`src/rtl/inv_shift_rows_stream_if.sv`:
```
// Byte stream channel: valid/ready handshake carrying one AES state byte and an end-of-state flag.
interface inv_shift_rows_stream_if;
  localparam int unsigned DATA_W = 8;

  logic              valid;
  logic              ready;
  logic [DATA_W-1:0] data;
  logic              last;

  // Producer side of the channel.
  modport master (output valid, output data, output last, input ready);
  // Consumer side of the channel.
  modport slave  (input valid, input data, input last, output ready);
endinterface

```
`src/rtl/inv_shift_rows_stream.sv`:
```
// Byte-serial AES (Inv)ShiftRows: collects a 16-byte state in column-major order,
// then replays it with each row rotated. INVERSE=1 rotates row r right by r,
// INVERSE=0 rotates it left by r. Input and output phases never overlap.
module inv_shift_rows_stream #(
  parameter bit INVERSE = 1'b1
) (
  input  logic                   clk,
  input  logic                   rst_n,
  inv_shift_rows_stream_if.slave  s,
  inv_shift_rows_stream_if.master m,
  output logic                   err
);

  localparam int unsigned DATA_W = 8;
  localparam int unsigned DEPTH  = 16;
  localparam int unsigned CNT_W  = 4;
  localparam logic [CNT_W-1:0] CNT_MAX = CNT_W'(DEPTH - 1);

  typedef enum logic {
    FILL  = 1'b0,
    DRAIN = 1'b1
  } state_e;

  state_e            state_q, state_d;
  logic [CNT_W-1:0]  cnt_q, cnt_d;
  logic [DATA_W-1:0] buf_q [DEPTH];
  logic [DATA_W-1:0] buf_d [DEPTH];

  logic              s_ready_q, s_ready_d;
  logic              m_valid_q, m_valid_d;
  logic [DATA_W-1:0] m_data_q,  m_data_d;
  logic              m_last_q,  m_last_d;
  logic              err_q,     err_d;

  logic s_xfer_c;
  logic m_xfer_c;

  assign s_xfer_c = s.valid & s_ready_q;
  assign m_xfer_c = m_valid_q & m.ready;

  // Buffer slot feeding output position j: same row, column shifted by the row index.
  function automatic logic [CNT_W-1:0] src_idx(input logic [CNT_W-1:0] j);
    logic [1:0] c;
    logic [1:0] r;
    logic [1:0] src_c;
    c     = j[3:2];
    r     = j[1:0];
    src_c = INVERSE ? 2'(c - r) : 2'(c + r);
    return {src_c, r};
  endfunction

  // State, counter, buffer and registered outputs.
  always_ff @(posedge clk or negedge rst_n) begin
    if (!rst_n) begin
      state_q   <= FILL;
      cnt_q     <= '0;
      for (int i = 0; i < DEPTH; i++) buf_q[i] <= '0;
      s_ready_q <= 1'b0;
      m_valid_q <= 1'b0;
      m_data_q  <= '0;
      m_last_q  <= 1'b0;
      err_q     <= 1'b0;
    end else begin
      state_q   <= state_d;
      cnt_q     <= cnt_d;
      buf_q     <= buf_d;
      s_ready_q <= s_ready_d;
      m_valid_q <= m_valid_d;
      m_data_q  <= m_data_d;
      m_last_q  <= m_last_d;
      err_q     <= err_d;
    end
  end

  // Next state: byte capture with framing checks in FILL, index advance in DRAIN.
  always_comb begin
    state_d = state_q;
    cnt_d   = cnt_q;
    buf_d   = buf_q;
    err_d   = 1'b0;
    unique case (state_q)
      FILL: begin
        if (s_xfer_c) begin
          if (s.last && (cnt_q != CNT_MAX)) begin
            // Early end of state: drop the partial state and restart.
            err_d = 1'b1;
            cnt_d = '0;
          end else begin
            buf_d[cnt_q] = s.data;
            if (cnt_q == CNT_MAX) begin
              // Missing end marker is flagged but the state is still processed.
              err_d   = ~s.last;
              state_d = DRAIN;
              cnt_d   = '0;
            end else begin
              cnt_d = cnt_q + CNT_W'(1);
            end
          end
        end
      end
      DRAIN: begin
        if (m_xfer_c) begin
          if (cnt_q == CNT_MAX) begin
            state_d = FILL;
            cnt_d   = '0;
          end else begin
            cnt_d = cnt_q + CNT_W'(1);
          end
        end
      end
      default: begin
        state_d = FILL;
        cnt_d   = '0;
      end
    endcase
  end

  // Output values for the coming cycle, derived from next state so they switch with it.
  always_comb begin
    s_ready_d = 1'b0;
    m_valid_d = 1'b0;
    m_data_d  = '0;
    m_last_d  = 1'b0;
    if (state_d == FILL) begin
      s_ready_d = 1'b1;
    end else begin
      m_valid_d = 1'b1;
      m_data_d  = buf_d[src_idx(cnt_d)];
      m_last_d  = (cnt_d == CNT_MAX);
    end
  end

  assign s.ready = s_ready_q;
  assign m.valid = m_valid_q;
  assign m.data  = m_data_q;
  assign m.last  = m_last_q;
  assign err     = err_q;

endmodule
```
`src/flat_wrapper.sv`:
```
// flat-port wrapper written by rule: the top's interface ports become plain ports
module inv_shift_rows_stream_flat 
#(
  parameter bit INVERSE = 1'b1
)
  (clk, rst_n, err, s_valid, s_data, s_last, s_ready, m_valid, m_data, m_last, m_ready);
  inv_shift_rows_stream_if s_i ();
  inv_shift_rows_stream_if m_i ();
  input  logic clk;
  input  logic rst_n;
  output logic err;
  input wire logic [$bits(s_i.valid)-1:0] s_valid;
  input wire logic [$bits(s_i.data)-1:0] s_data;
  input wire logic [$bits(s_i.last)-1:0] s_last;
  output wire logic [$bits(s_i.ready)-1:0] s_ready;
  output wire logic [$bits(m_i.valid)-1:0] m_valid;
  output wire logic [$bits(m_i.data)-1:0] m_data;
  output wire logic [$bits(m_i.last)-1:0] m_last;
  input wire logic [$bits(m_i.ready)-1:0] m_ready;
  assign s_i.valid = s_valid;
  assign s_i.data = s_data;
  assign s_i.last = s_last;
  assign s_ready = s_i.ready;
  assign m_valid = m_i.valid;
  assign m_data = m_i.data;
  assign m_last = m_i.last;
  assign m_i.ready = m_ready;
  inv_shift_rows_stream #(.INVERSE(INVERSE)) u_core (.clk(clk), .rst_n(rst_n), .s(s_i), .m(m_i), .err(err));
endmodule
```
`config.mk`:
```
export PLATFORM = sky130hd
export DESIGN_NAME = inv_shift_rows_stream_flat
export DESIGN_NICKNAME = d
export VERILOG_FILES = /design/src/rtl/inv_shift_rows_stream_if.sv /design/src/rtl/inv_shift_rows_stream.sv /design/src/flat_wrapper.sv
export SDC_FILE = /design/constraint.sdc
export NUM_CORES = 1
export LEC_CHECK = 0
export CAP_MARGIN = 20
export CORE_AREA = 2 2 110 112
export CTS_BUF_LIST = sky130_fd_sc_hd__clkbuf_4
export DETAILED_ROUTE_END_ITERATION = 7
export DIE_AREA = 0 0 112 114
export GPL_TIMING_DRIVEN = 0
export HOLD_SLACK_MARGIN = 0.05
export PLACE_DENSITY_LB_ADDON = 0.12
export SYNTH_ARGS = -nofsm -noshare
export SYNTH_HDL_FRONTEND = slang
export SYNTH_SLANG_ARGS = --single-unit
```
`constraint.sdc`:
```
create_clock -name clk -period 8.3 [get_ports clk]
set_clock_uncertainty 0.1 [all_clocks]
set_input_delay 1.66 -clock clk [delete_from_list [all_inputs] [get_ports clk]]
set_output_delay 1.66 -clock clk [all_outputs]
set_load 0.05 [all_outputs]
```
==> report_table.html, run 1 <==
<table>
<tr><th>Metric</th><th>Value</th></tr>
<tr><th colspan="2">Power and ir drop</th></tr>
<tr><td>Leakage</td><td>3.44 nW</td></tr>
<tr><td>Highest ir drop seen on vdd</td><td>0.000201 V</td></tr>
<tr><td>Areal power density over the cells</td><td>195 nW/um^2</td></tr>
<tr><td>Total power consumption of the routed design</td><td>1.60 mW</td></tr>
<tr><th colspan="2">Route</th></tr>
<tr><td>DR pass1 iterations</td><td>7</td></tr>
<tr><td>Number of vias per cell after detailed routing</td><td>6.72</td></tr>
<tr><td>Count of vias placed by the detailed router</td><td>6,479</td></tr>
<tr><td>Total detailed-routing wirelength</td><td>22,300 um</td></tr>
<tr><td>Antenna Nets Post-Route</td><td>0</td></tr>
<tr><td>Average wire per standard cell</td><td>23.1 um</td></tr>
<tr><td>Remaining routing DRC violations</td><td>0</td></tr>
<tr><td>DRT iter0 DRCs</td><td>796</td></tr>
<tr><th colspan="2">Global route</th></tr>
<tr><td>Vias in the first global route</td><td>6,400</td></tr>
<tr><td>Global Route Usage Sum</td><td>36.4%</td></tr>
<tr><td>Global-route wire length before repair</td><td>35,100 um</td></tr>
<tr><td>Largest net degree at the start of global routing</td><td>77</td></tr>
<tr><td>Number of antenna violations at the first check in global routing</td><td>0</td></tr>
<tr><td>Total congestion overflow after global routing</td><td>0</td></tr>
<tr><th colspan="2">Synthesis</th></tr>
<tr><td>Cells after synthesis</td><td>762</td></tr>
<tr><td>Async SR Flop Fraction</td><td>100%</td></tr>
<tr><td>Leading post-synthesis cells by cell area</td><td>sky130_fd_sc_hd__dfrtp_1 (48%), sky130_fd_sc_hd__mux2_2 (9.6%), sky130_fd_sc_hd__nor3_1 (6.6%)</td></tr>
<tr><td>Primary FF master, synth</td><td>sky130_fd_sc_hd__dfrtp_1</td></tr>
<tr><td>Synth Warn #</td><td>0</td></tr>
<tr><td>Number of flip-flops and latches in the synthesized netlist</td><td>144</td></tr>
<tr><td>Number of flops mapped to enable cells by yosys</td><td>0</td></tr>
<tr><td>Syn_nets</td><td>782</td></tr>
<tr><td>Post-synth design cell area</td><td>7540 sq um</td></tr>
<tr><td>Largest area contributor in the netlist</td><td>sky130_fd_sc_hd__dfrtp_1</td></tr>
<tr><td>Area fraction of the dominant cell type after synthesis</td><td>47.8%</td></tr>
<tr><td>Count of unique library cells instantiated by Yosys</td><td>58</td></tr>
<tr><td>Post-synthesis sequential area ratio</td><td>47.8%</td></tr>
<tr><td>Post-synthesis area per instance</td><td>9.89 sq um</td></tr>
<tr><th colspan="2">Clock network</th></tr>
<tr><td>Clock slew seen by the registers of the worst setup and hold paths</td><td>0.11 ns</td></tr>
<tr><td>Buffer levels on the longest clock path</td><td>2</td></tr>
<tr><td>Cts repair resizes</td><td>0</td></tr>
<tr><td>H-Tree Level Count</td><td>4</td></tr>
<tr><td>Buffer count from post-CTS setup fixing</td><td>0</td></tr>
<tr><td>Hold-fix buffers, CTS</td><td>0</td></tr>
<tr><td>Number of buffers added by the clock tree synthesis step</td><td>17</td></tr>
<tr><td>Clock Latency Late Sink</td><td>0.57 ns</td></tr>
<tr><td>Clock Tree Root</td><td>sky130_fd_sc_hd__clkbuf_4</td></tr>
<tr><td>TritonCTS clock tree</td><td>yes</td></tr>
<tr><td>Clk sinks</td><td>144</td></tr>
<tr><th colspan="2">Place</th></tr>
<tr><td>HPWL after detailed placement</td><td>16,000 um</td></tr>
<tr><td>Area after DPL</td><td>7980 sq um</td></tr>
<tr><td>Number of input and output port buffers inserted</td><td>23</td></tr>
<tr><td>Post-placement setup slack</td><td>2.46 ns</td></tr>
<tr><td>Placed Cells</td><td>933</td></tr>
<tr><td>Placer congestion estimate</td><td>1.09</td></tr>
<tr><th colspan="2">Floorplan</th></tr>
<tr><td>Die width</td><td>112 um</td></tr>
<tr><td>Vertical die dimension</td><td>114 um</td></tr>
<tr><td>Floorplan Core Area</td><td>11,700 sq um</td></tr>
<tr><td>Effective utilization at floorplan</td><td>64.4%</td></tr>
<tr><td>Site Rows</td><td>40</td></tr>
<tr><td>I/O pin count</td><td>25</td></tr>
<tr><td>Die outline area</td><td>12,800 sq um</td></tr>
<tr><th colspan="2">Setup path</th></tr>
<tr><td>Cells along the critical path</td><td>clkdlybuf4s50_1 &gt; ha_1 &gt; buf_2 &gt; and3b_1 &gt; a221oi_1 &gt; or2_2 &gt; buf_2 &gt; inv_2 &gt; clkbuf_1 &gt; ha_1 &gt; and3_1 &gt; nor4_4 &gt; xnor2_1 &gt; o211ai_1 &gt; o2111ai_1</td></tr>
<tr><td>Buf/Inv on CP</td><td>5</td></tr>
<tr><td>Depth of the worst register-to-register path</td><td>16</td></tr>
<tr><td>Critical Path Slowest Stage Cell</td><td>sky130_fd_sc_hd__xnor2_1</td></tr>
<tr><td>Worst EP arrival</td><td>5.81 ns</td></tr>
<tr><td>Max stage delay on crit path</td><td>0.67 ns</td></tr>
<tr><td>Required time worst endpoint</td><td>8.68 ns</td></tr>
<tr><td>Slack of the worst reg-to-reg path</td><td>3.38 ns</td></tr>
<tr><td>Worst reg2reg path startpoint</td><td>u_core.cnt_q[1]</td></tr>
<tr><td>Setup crit start kind</td><td>input pin</td></tr>
<tr><td>Cell family contributing the most delay on the critical path</td><td>buffers and inverters</td></tr>
<tr><td>Largest fanout on the critical path</td><td>11</td></tr>
<tr><td>Worst setup path class</td><td>in2reg</td></tr>
<tr><td>R2R Path End</td><td>u_core.m.data[3]</td></tr>
<tr><td>Endpoint type of the worst setup path</td><td>register</td></tr>
<tr><th colspan="2">Cells and area</th></tr>
<tr><td>Fill cells</td><td>973</td></tr>
<tr><td>Count of non-filler cells in the finished layout</td><td>964</td></tr>
<tr><td>Fraction of final layout cells sized beyond drive strength 1</td><td>15.8%</td></tr>
<tr><td>Antenna cells</td><td>0</td></tr>
<tr><td>Multi-input gate area in the final layout</td><td>3580 sq um</td></tr>
<tr><td>Register area</td><td>3600 sq um</td></tr>
<tr><td>Nets</td><td>825</td></tr>
<tr><td>Final Instance Area</td><td>8210 sq um</td></tr>
<tr><td>Most frequent cells in the layout</td><td>sky130_fd_sc_hd__dfrtp_1 (144), sky130_fd_sc_hd__nor3_1 (99), sky130_fd_sc_hd__nand2_1 (85), sky130_fd_sc_hd__o21ai_0 (73), sky130_fd_sc_hd__mux2_2 (64)</td></tr>
<tr><td>Area added between synthesis and finish</td><td>8.91%</td></tr>
<tr><td>Most frequent standard cell in the layout excluding fill and tap cells</td><td>sky130_fd_sc_hd__dfrtp_1</td></tr>
<tr><th colspan="2">Min path</th></tr>
<tr><td>Hold Crit Depth</td><td>2</td></tr>
<tr><td>End point of the worst hold path</td><td>u_core.buf_q[0]</td></tr>
<tr><td>Tightest Hold Check Type</td><td>reg2reg</td></tr>
<tr><td>Source of the worst hold timing path</td><td>u_core.buf_q[0]</td></tr>
<tr><th colspan="2">STA</th></tr>
<tr><td>Achievable frequency</td><td>184 MHz</td></tr>
<tr><td>Pin slew with the least headroom to its limit</td><td>0.907 ns</td></tr>
<tr><td>Headroom to the max-slew limit</td><td>39.4%</td></tr>
<tr><td>Time the final worst path needs with I/O delays and setup</td><td>5.43 ns</td></tr>
<tr><td>Final worst-path cycle share</td><td>65.5%</td></tr>
<tr><td>Unrepaired setup endpoints after global routing</td><td>false</td></tr>
<tr><td>Setup violations, final</td><td>0</td></tr>
<tr><td>Setup total negative slack</td><td>0 ns</td></tr>
<tr><td>Count of pins over their slew limit</td><td>0</td></tr>
<tr><td>Crit path setup slack, layout</td><td>2.87 ns</td></tr>
<tr><td>Final hold violation count</td><td>0</td></tr>
<tr><th colspan="2">Status</th></tr>
<tr><td>Run status</td><td>completed</td></tr>
<tr><th colspan="2">Flow run</th></tr>
<tr><td>Number of violations of the max-capacitance limit</td><td>0</td></tr>
</table>
[cell usage after synthesis (all sizes together) (2+ instances only)]
cell type	number
nor2	8
inv	16
and4b	2
clkbuf	42
nand4	6
nor3b	4
nand3	5
mux2	65
a2111oi	16
o21ai	74
a21boi	3
o22ai	11
nor3	100
mux2i	17
nand2	86
nor2b	3
a31oi	2
o211ai	24
a21oi	21
a211oi	18
ha	7
or3b	4
or2	3
and3	3
buf	20
o2111ai	8
nor4	34
nand4b	3
dfrtp	144
[final cells by class]
| cell class | instances | share of cell area, % |
|---|---|---|
| Sequential cell | 144 | 43.9 |
| Multi-Input combinational cell | 540 | 43.6 |
| Buffer | 62 | 3.55 |
| Timing Repair Buffer | 24 | 3.15 |
| Tap cell | 147 | 2.24 |
| Clock buffer | 21 | 1.92 |
| Clock inverter | 10 | 0.869 |
| Inverter | 16 | 0.731 |
[metal layers]
metal	track usage, %	vias up	share of wire (%)
li1	-	2920	-
met1	48.0	3127	42
met5	0	-	0
met4	19.3	0	4.6
met3	8.87	77	8.3
met2	56.4	355	45
[flip-flops by register name, summed over array words and instances (netlist names)]
| name | flops |
|---|---|
| u_core.buf_q | 128 |
| u_core.cnt_q | 4 |
| u_core.err | 1 |
| u_core.m.data | 8 |
| u_core.m.last | 1 |
| u_core.m.valid | 1 |
| u_core.s.ready | 1 |
[how the worst max path moves through the flow]
stage | from | end | cells after the start
after floorplan | s_last | u_core.m.data[0] | 14
after global placement | rst_n | u_core.buf_q[71] | 1
after detailed placement | s_last | u_core.m.data[6] | 15
after CTS | s_last | u_core.m.data[6] | 15
after global routing | s_last | u_core.m.data[2] | 15
final | s_last | u_core.m.data[3] | 15
[where the power goes]
part	total, mW	switching, mW	internal [mW]
sequential	0.812	0.0318	0.781
combinational	0.401	0.236	0.165
clock	0.388	0.235	0.153
total	1.60	0.503	1.10
[logic make-up after synthesis]
group | count (synthesis) | synth area share (%)
AOI/OAI and AO/OA | 184 | 15.8
adders and majority gates | 7 | 1.16
DFF | 144 | 47.8
muxes | 82 | 12.0
and+or+nand+nor | 265 | 18.2
buffers and inverters | 78 | 4.66
xor gates and xnor gates | 2 | 0.332
[worst reg2reg max path: cells and delay by family (launching register included)]
| kind | cells | cell delay (ns) |
|---|---|---|
| fa+ha+maj | 3 | 0.92 |
| buf+inv | 4 | 0.99 |
| xor+xnor | 1 | 0.67 |
| compound gates | 3 | 0.64 |
| simple gates | 5 | 0.97 |
| flops | 1 | 0.55 |
[metrics by stage]
stage / util (%) / hold slack (ns)
global route: 70.1 / 0.412
detailed placement: 68.2 / 0.371
global placement: 67.9 / 0.361
floorplan: - / 0.349
CTS: 70.1 / 0.397
finish: 70.1 / 0.393
Power figures use the tool's default switching activity.
==> run 2: changes to the inputs <==
--- a/config.mk
+++ b/config.mk
@@ -6,10 +6,10 @@
 export NUM_CORES = 1
 export LEC_CHECK = 0
 export CAP_MARGIN = 20
-export CORE_AREA = 2 2 110 112
+export CORE_AREA = 2 2 118 120
 export CTS_BUF_LIST = sky130_fd_sc_hd__clkbuf_4
 export DETAILED_ROUTE_END_ITERATION = 7
-export DIE_AREA = 0 0 112 114
+export DIE_AREA = 0 0 120 122
 export GPL_TIMING_DRIVEN = 0
 export HOLD_SLACK_MARGIN = 0.05
 export PLACE_DENSITY_LB_ADDON = 0.12
==> constraint.sdc (replaced) <==
create_clock -name clk -period 4.9 [get_ports clk]
set_clock_uncertainty 0.1 [all_clocks]
set_input_delay 0.98 -clock clk [delete_from_list [all_inputs] [get_ports clk]]
set_output_delay 0.98 -clock clk [all_outputs]
set_load 0.05 [all_outputs]
==> run 2 against run 1 <==
Effect of this change:
- combinational power is 73% higher
- die area is 15% higher
- largest power group unchanged
- wire length is 7.2% higher
- worst setup slack worse by 2.5 ns
- register-to-register slack worse by 3.0 ns
- final cell count is 3.5% higher
==> report_table.html, run 2 (same netlist as run 1, synthesis figures left out) <==
<table>
<tr><th>Metric</th><th>Value</th></tr>
<tr><th colspan="2">Status</th></tr>
<tr><td>Run status</td><td>completed</td></tr>
<tr><th colspan="2">Setup path</th></tr>
<tr><td>Depth of the worst register-to-register path</td><td>16</td></tr>
<tr><td>Worst setup path class</td><td>reg2reg</td></tr>
<tr><td>Largest fanout on the critical path</td><td>17</td></tr>
<tr><td>Endpoint type of the worst setup path</td><td>register</td></tr>
<tr><td>Required time worst endpoint</td><td>5.30 ns</td></tr>
<tr><td>Worst EP arrival</td><td>4.95 ns</td></tr>
<tr><td>Setup crit start kind</td><td>register</td></tr>
<tr><td>Worst reg2reg path startpoint</td><td>u_core.cnt_q[1]</td></tr>
<tr><td>R2R Path End</td><td>u_core.m.data[2]</td></tr>
<tr><td>Slack of the worst reg-to-reg path</td><td>0.34 ns</td></tr>
<tr><th colspan="2">Cells and area</th></tr>
<tr><td>Most frequent cells in the layout</td><td>sky130_fd_sc_hd__dfrtp_1 (144), sky130_fd_sc_hd__nor3_1 (99), sky130_fd_sc_hd__nand2_1 (85), sky130_fd_sc_hd__o21ai_0 (73), sky130_fd_sc_hd__mux2_2 (64)</td></tr>
<tr><td>Fraction of final layout cells sized beyond drive strength 1</td><td>16.4%</td></tr>
<tr><td>Most frequent standard cell in the layout excluding fill and tap cells</td><td>sky130_fd_sc_hd__dfrtp_1</td></tr>
<tr><td>Nets</td><td>824</td></tr>
<tr><td>Area added between synthesis and finish</td><td>11.0%</td></tr>
<tr><td>Number of flip-flops in the largest register</td><td>128</td></tr>
<tr><td>Final core occ</td><td>61.9%</td></tr>
<tr><td>Register ranked first by flip-flop count</td><td>u_core.buf_q</td></tr>
<tr><td>Fill cells</td><td>1,162</td></tr>
<tr><th colspan="2">Floorplan</th></tr>
<tr><td>Floorplan Core Area</td><td>13,500 sq um</td></tr>
<tr><td>Vertical die dimension</td><td>122 um</td></tr>
<tr><td>I/O pin count</td><td>25</td></tr>
<tr><td>Site Rows</td><td>43</td></tr>
<tr><td>Effective utilization at floorplan</td><td>55.8%</td></tr>
<tr><td>Die outline area</td><td>14,600 sq um</td></tr>
<tr><td>Die width</td><td>120 um</td></tr>
<tr><th colspan="2">Route</th></tr>
<tr><td>DR pass1 iterations</td><td>5</td></tr>
<tr><td>Remaining routing DRC violations</td><td>0</td></tr>
<tr><td>DRT iter0 DRCs</td><td>696</td></tr>
<tr><td>Total detailed-routing wirelength</td><td>23,900 um</td></tr>
<tr><td>Count of vias placed by the detailed router</td><td>6,444</td></tr>
<tr><td>Number of vias per cell after detailed routing</td><td>6.46</td></tr>
<tr><td>Average wire per standard cell</td><td>23.9 um</td></tr>
<tr><td>Antenna Nets Post-Route</td><td>0</td></tr>
<tr><th colspan="2">Power and ir drop</th></tr>
<tr><td>Highest ir drop seen on vdd</td><td>0.000210 V</td></tr>
<tr><td>Leakage</td><td>3.48 nW</td></tr>
<tr><td>Areal power density over the cells</td><td>354 nW/um^2</td></tr>
<tr><td>Total power consumption of the routed design</td><td>2.96 mW</td></tr>
<tr><th colspan="2">STA</th></tr>
<tr><td>Count of pins over their slew limit</td><td>0</td></tr>
<tr><td>Unrepaired setup endpoints after global routing</td><td>false</td></tr>
<tr><td>Headroom to the max-slew limit</td><td>25.9%</td></tr>
<tr><td>Final hold violation count</td><td>0</td></tr>
<tr><td>Achievable frequency</td><td>220 MHz</td></tr>
<tr><td>Time the final worst path needs with I/O delays and setup</td><td>4.56 ns</td></tr>
<tr><td>Setup violations, final</td><td>0</td></tr>
<tr><td>Crit path setup slack, layout</td><td>0.344 ns</td></tr>
<tr><td>Final worst-path cycle share</td><td>93.0%</td></tr>
<tr><td>Pin slew with the least headroom to its limit</td><td>1.11 ns</td></tr>
<tr><th colspan="2">Clock network</th></tr>
<tr><td>Clk sinks</td><td>144</td></tr>
<tr><td>Clock Latency Late Sink</td><td>0.59 ns</td></tr>
<tr><td>Clock slew seen by the registers of the worst setup and hold paths</td><td>0.14 ns</td></tr>
<tr><td>Clock Tree Root</td><td>sky130_fd_sc_hd__clkbuf_4</td></tr>
<tr><td>Number of buffers added by the clock tree synthesis step</td><td>17</td></tr>
<tr><td>TritonCTS clock tree</td><td>yes</td></tr>
<tr><td>H-Tree Level Count</td><td>4</td></tr>
<tr><td>Buffer count from post-CTS setup fixing</td><td>0</td></tr>
<tr><td>Buffer levels on the longest clock path</td><td>2</td></tr>
<tr><th colspan="2">Global route</th></tr>
<tr><td>Vias in the first global route</td><td>6,317</td></tr>
<tr><td>Largest net degree at the start of global routing</td><td>79</td></tr>
<tr><td>Number of antenna violations at the first check in global routing</td><td>1</td></tr>
<tr><td>Global Route Usage Sum</td><td>34.2%</td></tr>
<tr><td>Total congestion overflow after global routing</td><td>0</td></tr>
<tr><td>Global-route wire length before repair</td><td>36,800 um</td></tr>
<tr><th colspan="2">Min path</th></tr>
<tr><td>Tightest Hold Check Type</td><td>in2async</td></tr>
<tr><th colspan="2">Place</th></tr>
<tr><td>Number of input and output port buffers inserted</td><td>23</td></tr>
<tr><td>Post-placement setup slack</td><td>-0.463 ns</td></tr>
<tr><td>Placer congestion estimate</td><td>1.00</td></tr>
<tr><td>HPWL after detailed placement</td><td>17,200 um</td></tr>
<tr><th colspan="2">Flow run</th></tr>
<tr><td>Number of violations of the max-capacitance limit</td><td>0</td></tr>
</table>
run 2: changes by cell type in the layout (fill, tap and decap cells not counted), moves of 2 or more:
cell                        before  now
sky130_fd_sc_hd__bufinv_16       1    4
sky130_fd_sc_hd__clkbuf_4       21   17
sky130_fd_sc_hd__clkinv_2        3    0
sky130_fd_sc_hd__clkinv_1        5    2
sky130_fd_sc_hd__clkinv_4        0    4
sky130_fd_sc_hd__inv_8           0    2
run 2: repair_timing:
item / 4_1_cts / 5_1_grt
pin swaps: 0 / 0
endpoints found under the setup margin: 8 / 8
hold buffers: 0 / 0
resized for setup: 1 / 0
hold endpoints to repair: 0 / 0
run 2: worst max-delay path: stages (launching register included):
cell and delay [ns]:
sky130_fd_sc_hd__dfrtp_1 0.57, sky130_fd_sc_hd__ha_1 0.36, sky130_fd_sc_hd__nand3_1 0.12, sky130_fd_sc_hd__ha_1 0.24
sky130_fd_sc_hd__buf_2 0.19, sky130_fd_sc_hd__and3b_1 0.25, sky130_fd_sc_hd__a221oi_1 0.08, sky130_fd_sc_hd__or2_2 0.31
sky130_fd_sc_hd__buf_2 0.20, sky130_fd_sc_hd__inv_2 0.28, sky130_fd_sc_hd__ha_1 0.28, sky130_fd_sc_hd__nor3_1 0.10
sky130_fd_sc_hd__nor4_4 0.40, sky130_fd_sc_hd__xor2_2 0.38, sky130_fd_sc_hd__buf_6 0.21, sky130_fd_sc_hd__o211ai_1 0.19
sky130_fd_sc_hd__o2111ai_1 0.19
run 2: how the worst max path moves through the flow:
stage | slack [ns] | end | cells after the start | from
3_3_place_gp | -2.67 | u_core.buf_q[86] | 1 | rst_n
3_5_place_dp | -0.46 | u_core.m.data[6] | 15 | s_last
6_report | 0.34 | u_core.m.data[2] | 16 | u_core.cnt_q[1]
2_1_floorplan | 0.93 | u_core.m.data[0] | 14 | s_last
4_1_cts | 0.06 | u_core.m.data[2] | 17 | u_core.cnt_q[1]
5_1_grt | 0.19 | u_core.m.data[2] | 16 | u_core.cnt_q[1]
run 2: metal layers:
layer  wire (um)  GRT usage (%)  share of wire, %  vias to the layer above
met3        1880           7.16               7.9                       55
met4         728           13.7               3.1                        0
met5           0              0                 0                        -
li1            -              -                 -                     2927
met1        9990           45.4                42                     3153
met2       11300           55.1                47                      309
run 2: cell type report:
| type | instances | area (sq um) | share of cell area [%] |
|---|---|---|---|
| timing repair buffer | 24 | 259 | 3.10 |
| clock inverter | 15 | 209 | 2.50 |
| sequential | 144 | 3600 | 43.1 |
| multi-input combinational | 540 | 3590 | 42.9 |
| tap | 180 | 225 | 2.69 |
| buffer | 61 | 288 | 3.44 |
| inverter | 16 | 60.1 | 0.718 |
| clock buffer | 17 | 128 | 1.53 |
| antenna | 1 | 2.50 | 0.0299 |
run 2: per-stage QoR:
step           cells  hold WS [ns]  setup TNS, ns  cell area, sq um
5_1_grt          998         0.285              0              8370
4_1_cts          998         0.282              0              8370
6_report         998         0.267              0              8370
2_1_floorplan    762         0.349              0              7540
3_3_place_gp     965         0.362        -386.24              7990
3_5_place_dp     966         0.372          -3.42              8020
run 2: report_power, final:
part | internal [mW] | switching, mW | total (mW)
combinational | 0.281 | 0.415 | 0.695
clock | 0.412 | 0.483 | 0.894
sequential | 1.32 | 0.0501 | 1.37
